**src/rtl/uart_tx_ctrl_if.sv**
```systemverilog
// UART transmit controller bundle.
// Groups the byte-source request, the serializer handshake and the line/status outputs.
//   p_data     : byte to transmit, sampled on accept
//   data_valid : request to send p_data
//   par_en     : insert parity bit, sampled on accept
//   par_typ    : 0 = even, 1 = odd, sampled on accept
//   ser_data   : serial bit presented by the serializer
//   ser_done   : serializer is presenting its last data bit
//   ser_en     : serializer shift enable
//   tx_out     : registered UART line
//   busy       : frame in progress
// master: byte source plus serializer side; slave: the frame sequencer.
interface uart_tx_ctrl_if #(
  parameter int unsigned DATA_WIDTH = 8
) ();
  logic [DATA_WIDTH-1:0] p_data;
  logic                  data_valid;
  logic                  par_en;
  logic                  par_typ;
  logic                  ser_data;
  logic                  ser_done;
  logic                  ser_en;
  logic                  tx_out;
  logic                  busy;

  modport master (
    output p_data, data_valid, par_en, par_typ, ser_data, ser_done,
    input  ser_en, tx_out, busy
  );

  modport slave (
    input  p_data, data_valid, par_en, par_typ, ser_data, ser_done,
    output ser_en, tx_out, busy
  );
endinterface

```
**src/rtl/uart_tx_ctrl.sv**
```systemverilog
// UART transmit frame sequencer.
// Accepts a parallel byte, drives the serializer shift enable, computes parity and muxes
// start/data/parity/stop bits onto a registered line. Frame on the line:
//   start(0), DATA_WIDTH data bits LSB first, optional parity, STOP_BITS stop bits(1).
// Ports:
//   clk   : system clock, rising edge
//   rst_n : asynchronous active-low reset
//   bus   : uart_tx_ctrl_if slave modport (request, serializer handshake, tx_out, busy)
module uart_tx_ctrl #(
  parameter int unsigned DATA_WIDTH = 8,
  parameter int unsigned STOP_BITS  = 1
) (
  input logic          clk,
  input logic          rst_n,
  uart_tx_ctrl_if.slave bus
);

  if (STOP_BITS != 1 && STOP_BITS != 2) begin : gen_stop_bits_check
    $error("uart_tx_ctrl: STOP_BITS must be 1 or 2");
  end

  localparam logic [1:0] StopLast = 2'(STOP_BITS - 1);

  typedef enum logic [2:0] {
    StIdle,
    StStart,
    StData,
    StParity,
    StStop
  } state_e;

  state_e                state_q;
  logic                  tx_q;
  logic                  busy_q;
  logic                  parity_q;
  logic                  par_en_q;
  logic [1:0]            stop_cnt_q;
  logic [DATA_WIDTH-1:0] p_data;
  logic                  sel_bit;
  logic                  ser_en;

  assign p_data = bus.p_data;

  // Bit the line will carry one cycle from now.
  always_comb begin
    sel_bit = 1'b1;
    case (state_q)
      StStart:  sel_bit = 1'b0;
      StData:   sel_bit = bus.ser_data;
      StParity: sel_bit = parity_q;
      default:  sel_bit = 1'b1;
    endcase
  end

  // Shift stops on the last data bit so the serializer holds its final position.
  assign ser_en = (state_q == StStart) || ((state_q == StData) && !bus.ser_done);

  // busy_q is updated alongside every transition into/out of StIdle, so it always
  // equals (state_q != StIdle).
  always_ff @(posedge clk or negedge rst_n) begin
    if (!rst_n) begin
      state_q    <= StIdle;
      tx_q       <= 1'b1;
      busy_q     <= 1'b0;
      parity_q   <= 1'b0;
      par_en_q   <= 1'b0;
      stop_cnt_q <= 2'd0;
    end else begin
      tx_q <= sel_bit;
      case (state_q)
        StIdle: begin
          if (bus.data_valid && !busy_q) begin
            parity_q <= (^p_data) ^ bus.par_typ;
            par_en_q <= bus.par_en;
            state_q  <= StStart;
            busy_q   <= 1'b1;
          end
        end
        StStart: state_q <= StData;
        StData: begin
          if (bus.ser_done) state_q <= par_en_q ? StParity : StStop;
        end
        StParity: state_q <= StStop;
        StStop: begin
          if (stop_cnt_q == StopLast) begin
            stop_cnt_q <= 2'd0;
            state_q    <= StIdle;
            busy_q     <= 1'b0;
          end else begin
            stop_cnt_q <= stop_cnt_q + 2'd1;
          end
        end
        default: begin
          state_q <= StIdle;
          busy_q  <= 1'b0;
        end
      endcase
    end
  end

  assign bus.ser_en = ser_en;
  assign bus.tx_out = tx_q;
  assign bus.busy   = busy_q;

endmodule

```
**src/flat_wrapper.sv**
```systemverilog
// flat-port wrapper written by rule: the top's interface ports become plain ports
module uart_tx_ctrl_flat 
#(
  parameter int unsigned DATA_WIDTH = 8,
  parameter int unsigned STOP_BITS  = 1
)
  (clk, rst_n, bus_p_data, bus_data_valid, bus_par_en, bus_par_typ, bus_ser_data, bus_ser_done, bus_ser_en, bus_tx_out, bus_busy);
  uart_tx_ctrl_if #(.DATA_WIDTH(DATA_WIDTH)) bus_i ();
  input logic clk;
  input logic rst_n;
  input wire logic [$bits(bus_i.p_data)-1:0] bus_p_data;
  input wire logic [$bits(bus_i.data_valid)-1:0] bus_data_valid;
  input wire logic [$bits(bus_i.par_en)-1:0] bus_par_en;
  input wire logic [$bits(bus_i.par_typ)-1:0] bus_par_typ;
  input wire logic [$bits(bus_i.ser_data)-1:0] bus_ser_data;
  input wire logic [$bits(bus_i.ser_done)-1:0] bus_ser_done;
  output wire logic [$bits(bus_i.ser_en)-1:0] bus_ser_en;
  output wire logic [$bits(bus_i.tx_out)-1:0] bus_tx_out;
  output wire logic [$bits(bus_i.busy)-1:0] bus_busy;
  assign bus_i.p_data = bus_p_data;
  assign bus_i.data_valid = bus_data_valid;
  assign bus_i.par_en = bus_par_en;
  assign bus_i.par_typ = bus_par_typ;
  assign bus_i.ser_data = bus_ser_data;
  assign bus_i.ser_done = bus_ser_done;
  assign bus_ser_en = bus_i.ser_en;
  assign bus_tx_out = bus_i.tx_out;
  assign bus_busy = bus_i.busy;
  uart_tx_ctrl #(.DATA_WIDTH(DATA_WIDTH), .STOP_BITS(STOP_BITS)) u_core (.clk(clk), .rst_n(rst_n), .bus(bus_i));
endmodule
```
**config.mk**
```make
export PLATFORM = sky130hd
export DESIGN_NAME = uart_tx_ctrl_flat
export DESIGN_NICKNAME = d
export VERILOG_FILES = /design/src/rtl/uart_tx_ctrl_if.sv /design/src/rtl/uart_tx_ctrl.sv /design/src/flat_wrapper.sv
export SDC_FILE = /design/constraint.sdc
export NUM_CORES = 1
export LEC_CHECK = 0
export CORE_MARGIN = 2
export CORE_UTILIZATION = 40
export CTS_BUF_LIST = sky130_fd_sc_hd__clkbuf_8
export DETAILED_ROUTE_END_ITERATION = 16
export PLACE_DENSITY = 0.71
export SYNTH_ARGS = -nofsm -noshare
export SYNTH_HDL_FRONTEND = slang
export SYNTH_SLANG_ARGS = --single-unit
```
**constraint.sdc**
```tcl
create_clock -name clk -period 1.7 [get_ports clk]
set_clock_uncertainty 0.2 [all_clocks]
set_input_delay 0.255 -clock clk [delete_from_list [all_inputs] [get_ports clk]]
set_output_delay 0.255 -clock clk [all_outputs]
set_load 0.005 [all_outputs]
```
==> results_dict.tcl <==
set metrics [dict create \
    ant_nets 0 \
    synthCells 51 \
    fin_util 0.635 \
    start_kind "input pin" \
    drt_iter0_drc 6 \
    cts_sinks 9 \
    vias 416 \
    combPwrFrac 0.374 \
    clk_pin_slew_ns 0.04 \
    io_pins 18 \
    wire_per_inst_um 11.1 \
    synth-seq-cells 9 \
    crit_buf_inv 2 \
    grt_pass1_wl_um 1530 \
    min_period_over_period 0.982 \
    areaGrowthSynthToFinish_pct 49.5 \
    power.share.clock 0.272 \
    ir_drop_mv 0.470 \
    max_freq_mhz 599 \
    ys_seq_area_frac 0.415 \
    worstMarginPinSlew_ns 0.404 \
    r2r_cells 3 \
    htree_num_levels 1 \
    layout_commonest_cell "clkdlybuf4s50_1" \
    r2r_setup_slack_ns 0.13 \
    r2r-end "u_core.par_en_q$_DFFE_PN0P_" \
    grt.overflow.total 0 \
    cts_setup_buffers 0 \
    p_sw_mw 0.246 \
    cts_root_buf "clkbuf_8" \
    finalSetupViolCount 0 \
    yosysWarningCount 0 \
    criticalPathCategory "in2out" \
    rsz0062_at_grt "yes" \
    dieWidth_um 40.9 \
    rows 13 \
    crit_path_max_fanout 2 \
    routed_via_density 4.67 \
    clk_path_buf_depth 2 \
    finalNetCount 92 \
    drive_above_1_share 0.230 \
    fin_crit_ns 1.67 \
    hp-class "in2async" \
    track_usage 0.148 \
    core-area_sq_um 1280 \
    grt_max_degree 10 \
    synth_cell_types 27 \
    arrival_ns 1.22 \
    reg2reg_from "u_core.state_q[0]$_DFFE_PN0P_" \
    p_leak_nw 0.395 \
    multi_input_area_sq_um 295 \
    n_antenna_cell 0 \
    clock_latency_ns 0.23 \
    start_util 0.425 \
    syn_nets 68 \
    worst_path_max_delay_cell "clkdlybuf4s50_1" \
    nFillCells 114 \
    synth_flop_cell "dfrtp_1" \
    hold_violations 0 \
    postRouteWirelength_um 986 \
    seqCellArea_sq_um 226 \
    crit_chain "clkdlybuf4s50_1, or3_1, a21oi_2, buf_2" \
    synth_edf_count 0 \
    power_density_nw_per_um2 1070 \
    place_hpwl_um 752 \
    setup_ws_ns 0.0299 \
    final_cell_mix "clkdlybuf4s50_1, dfrtp_1, inv_1" \
    dr.pass1.iters 3 \
    relSlewSlack 0.730 \
    sw_frac_of_total 0.282 \
    pre_cts_ws_ns -0.378 \
    internal-power_mw 0.628 \
    cts_tree "built" \
    p_seq_frac 0.354 \
    status "complete, no violations" \
    final-max-slew-violation-count 0 \
    required_ns 1.24 \
    cts_buffers 3 \
    portBuffers 17 \
    dieArea_sq_um 1680 \
    cp-end-kind "primary output" \
    crit_family "buffers and inverters" \
    synth_area_sq_um 546 \
    syn_avg_cell_area_sq_um 10.7 \
    die_h_um 40.9 \
    async_flop_share 1.00 \
    antenna_found_initial 0 \
    gp_congestion 0.770 \
    grt_pass1_vias 353 \
    critPathMaxStageDelay_ns 0.41 \
    max_cap_violations 0 \
    drc_errors 0 \
]
[layout make-up]
cell class / instances / share of cell area
clock inverters: 1 / 0.00460
repair buffers: 22 / 0.255
inverters: 6 / 0.0276
clock buffers: 3 / 0.0506
flip-flops and latches: 9 / 0.278
multi-input cells: 33 / 0.362
well taps: 15 / 0.0230
[power groups by stage]
| stage | sequential (mW) | combinational (mW) | clock [mW] |
|---|---|---|---|
| floorplan | 0.297 | 0.204 | 0 |
| global placement | 0.309 | 0.330 | 0 |
| detailed placement | 0.313 | 0.336 | 0 |
| CTS | 0.310 | 0.328 | 0.244 |
| global route | 0.315 | 0.364 | 0.254 |
| finish | 0.309 | 0.327 | 0.238 |
[state kept, by name, summed over array words and instances, names as in the netlist]
name and count:
u_core.state_q 3, u_core.bus.tx_out 1, u_core.stop_cnt_q 2, u_core.bus.busy 1, u_core.parity_q 1, u_core.par_en_q 1
[how the worst max path moves through the flow]
stage / startpoint / to / slack, ns / cells after the start
floorplan: u_core.state_q[0]$_DFFE_PN0P_ / u_core.par_en_q$_DFFE_PN0P_ / 0.16 / 3
global placement: bus_ser_done / bus_ser_en / -0.39 / 4
detailed placement: bus_ser_done / bus_ser_en / -0.38 / 4
CTS: u_core.bus.tx_out$_DFF_PN1_ / bus_tx_out / 0.003 / 1
global route: bus_ser_done / bus_ser_en / -0.02 / 4
finish: bus_ser_done / bus_ser_en / 0.03 / 4
[repair_timing]
action	in CTS	in global routing
hold buffers	0	0
hold endpoints to repair	0	0
resized for setup	6	5
pin swaps	4	2
setup endpoints to repair	2	3
[cells in the mapped netlist, drive strengths merged (2+ instances only)]
library cell	number	area, sq um
dfrtp	8	200
inv	6	22.5
xnor2	5	58.8
mux2	4	48.8
a21oi	3	15.0
nand2	3	11.3
clkbuf	2	7.51
ha	2	25.0
nand2b	2	12.5
nor2	2	7.51
[through the flow]
step / TNS (ns) / cells / hold slack [ns] / total power [mW] / area [sq um]
after CTS: 0 / 89 / 0.131 / 0.882 / 797
after global routing: -0.0151 / 89 / 0.155 / 0.934 / 816
after floorplan: 0 / 51 / -0.241 / 0.501 / 546
after detailed placement: -0.743 / 85 / 0.283 / 0.649 / 759
after global placement: -0.719 / 85 / 0.278 / 0.639 / 759
final: 0 / 89 / 0.121 / 0.874 / 816
[cell families (layout without fill, tap and decap cells)]
family          after synthesis  after routing  synth area share
compound gates                8              8            0.0940
xor+xnor                      7              7             0.165
fa+ha+maj                     2              2            0.0459
buf+inv                       9             32            0.0642
flops                         9              9             0.415
mux                           4              4            0.0894
simple gates                 12             12             0.126
[routing by layer]
layer	vias up	GRT usage	share of wire
met3	0	0.0815	0.052
li1	220	-	-
met5	-	0	0
met2	11	0.238	0.47
met1	185	0.184	0.48
met4	0	0	0
No activity file was read; power rests on OpenSTA's default activity.
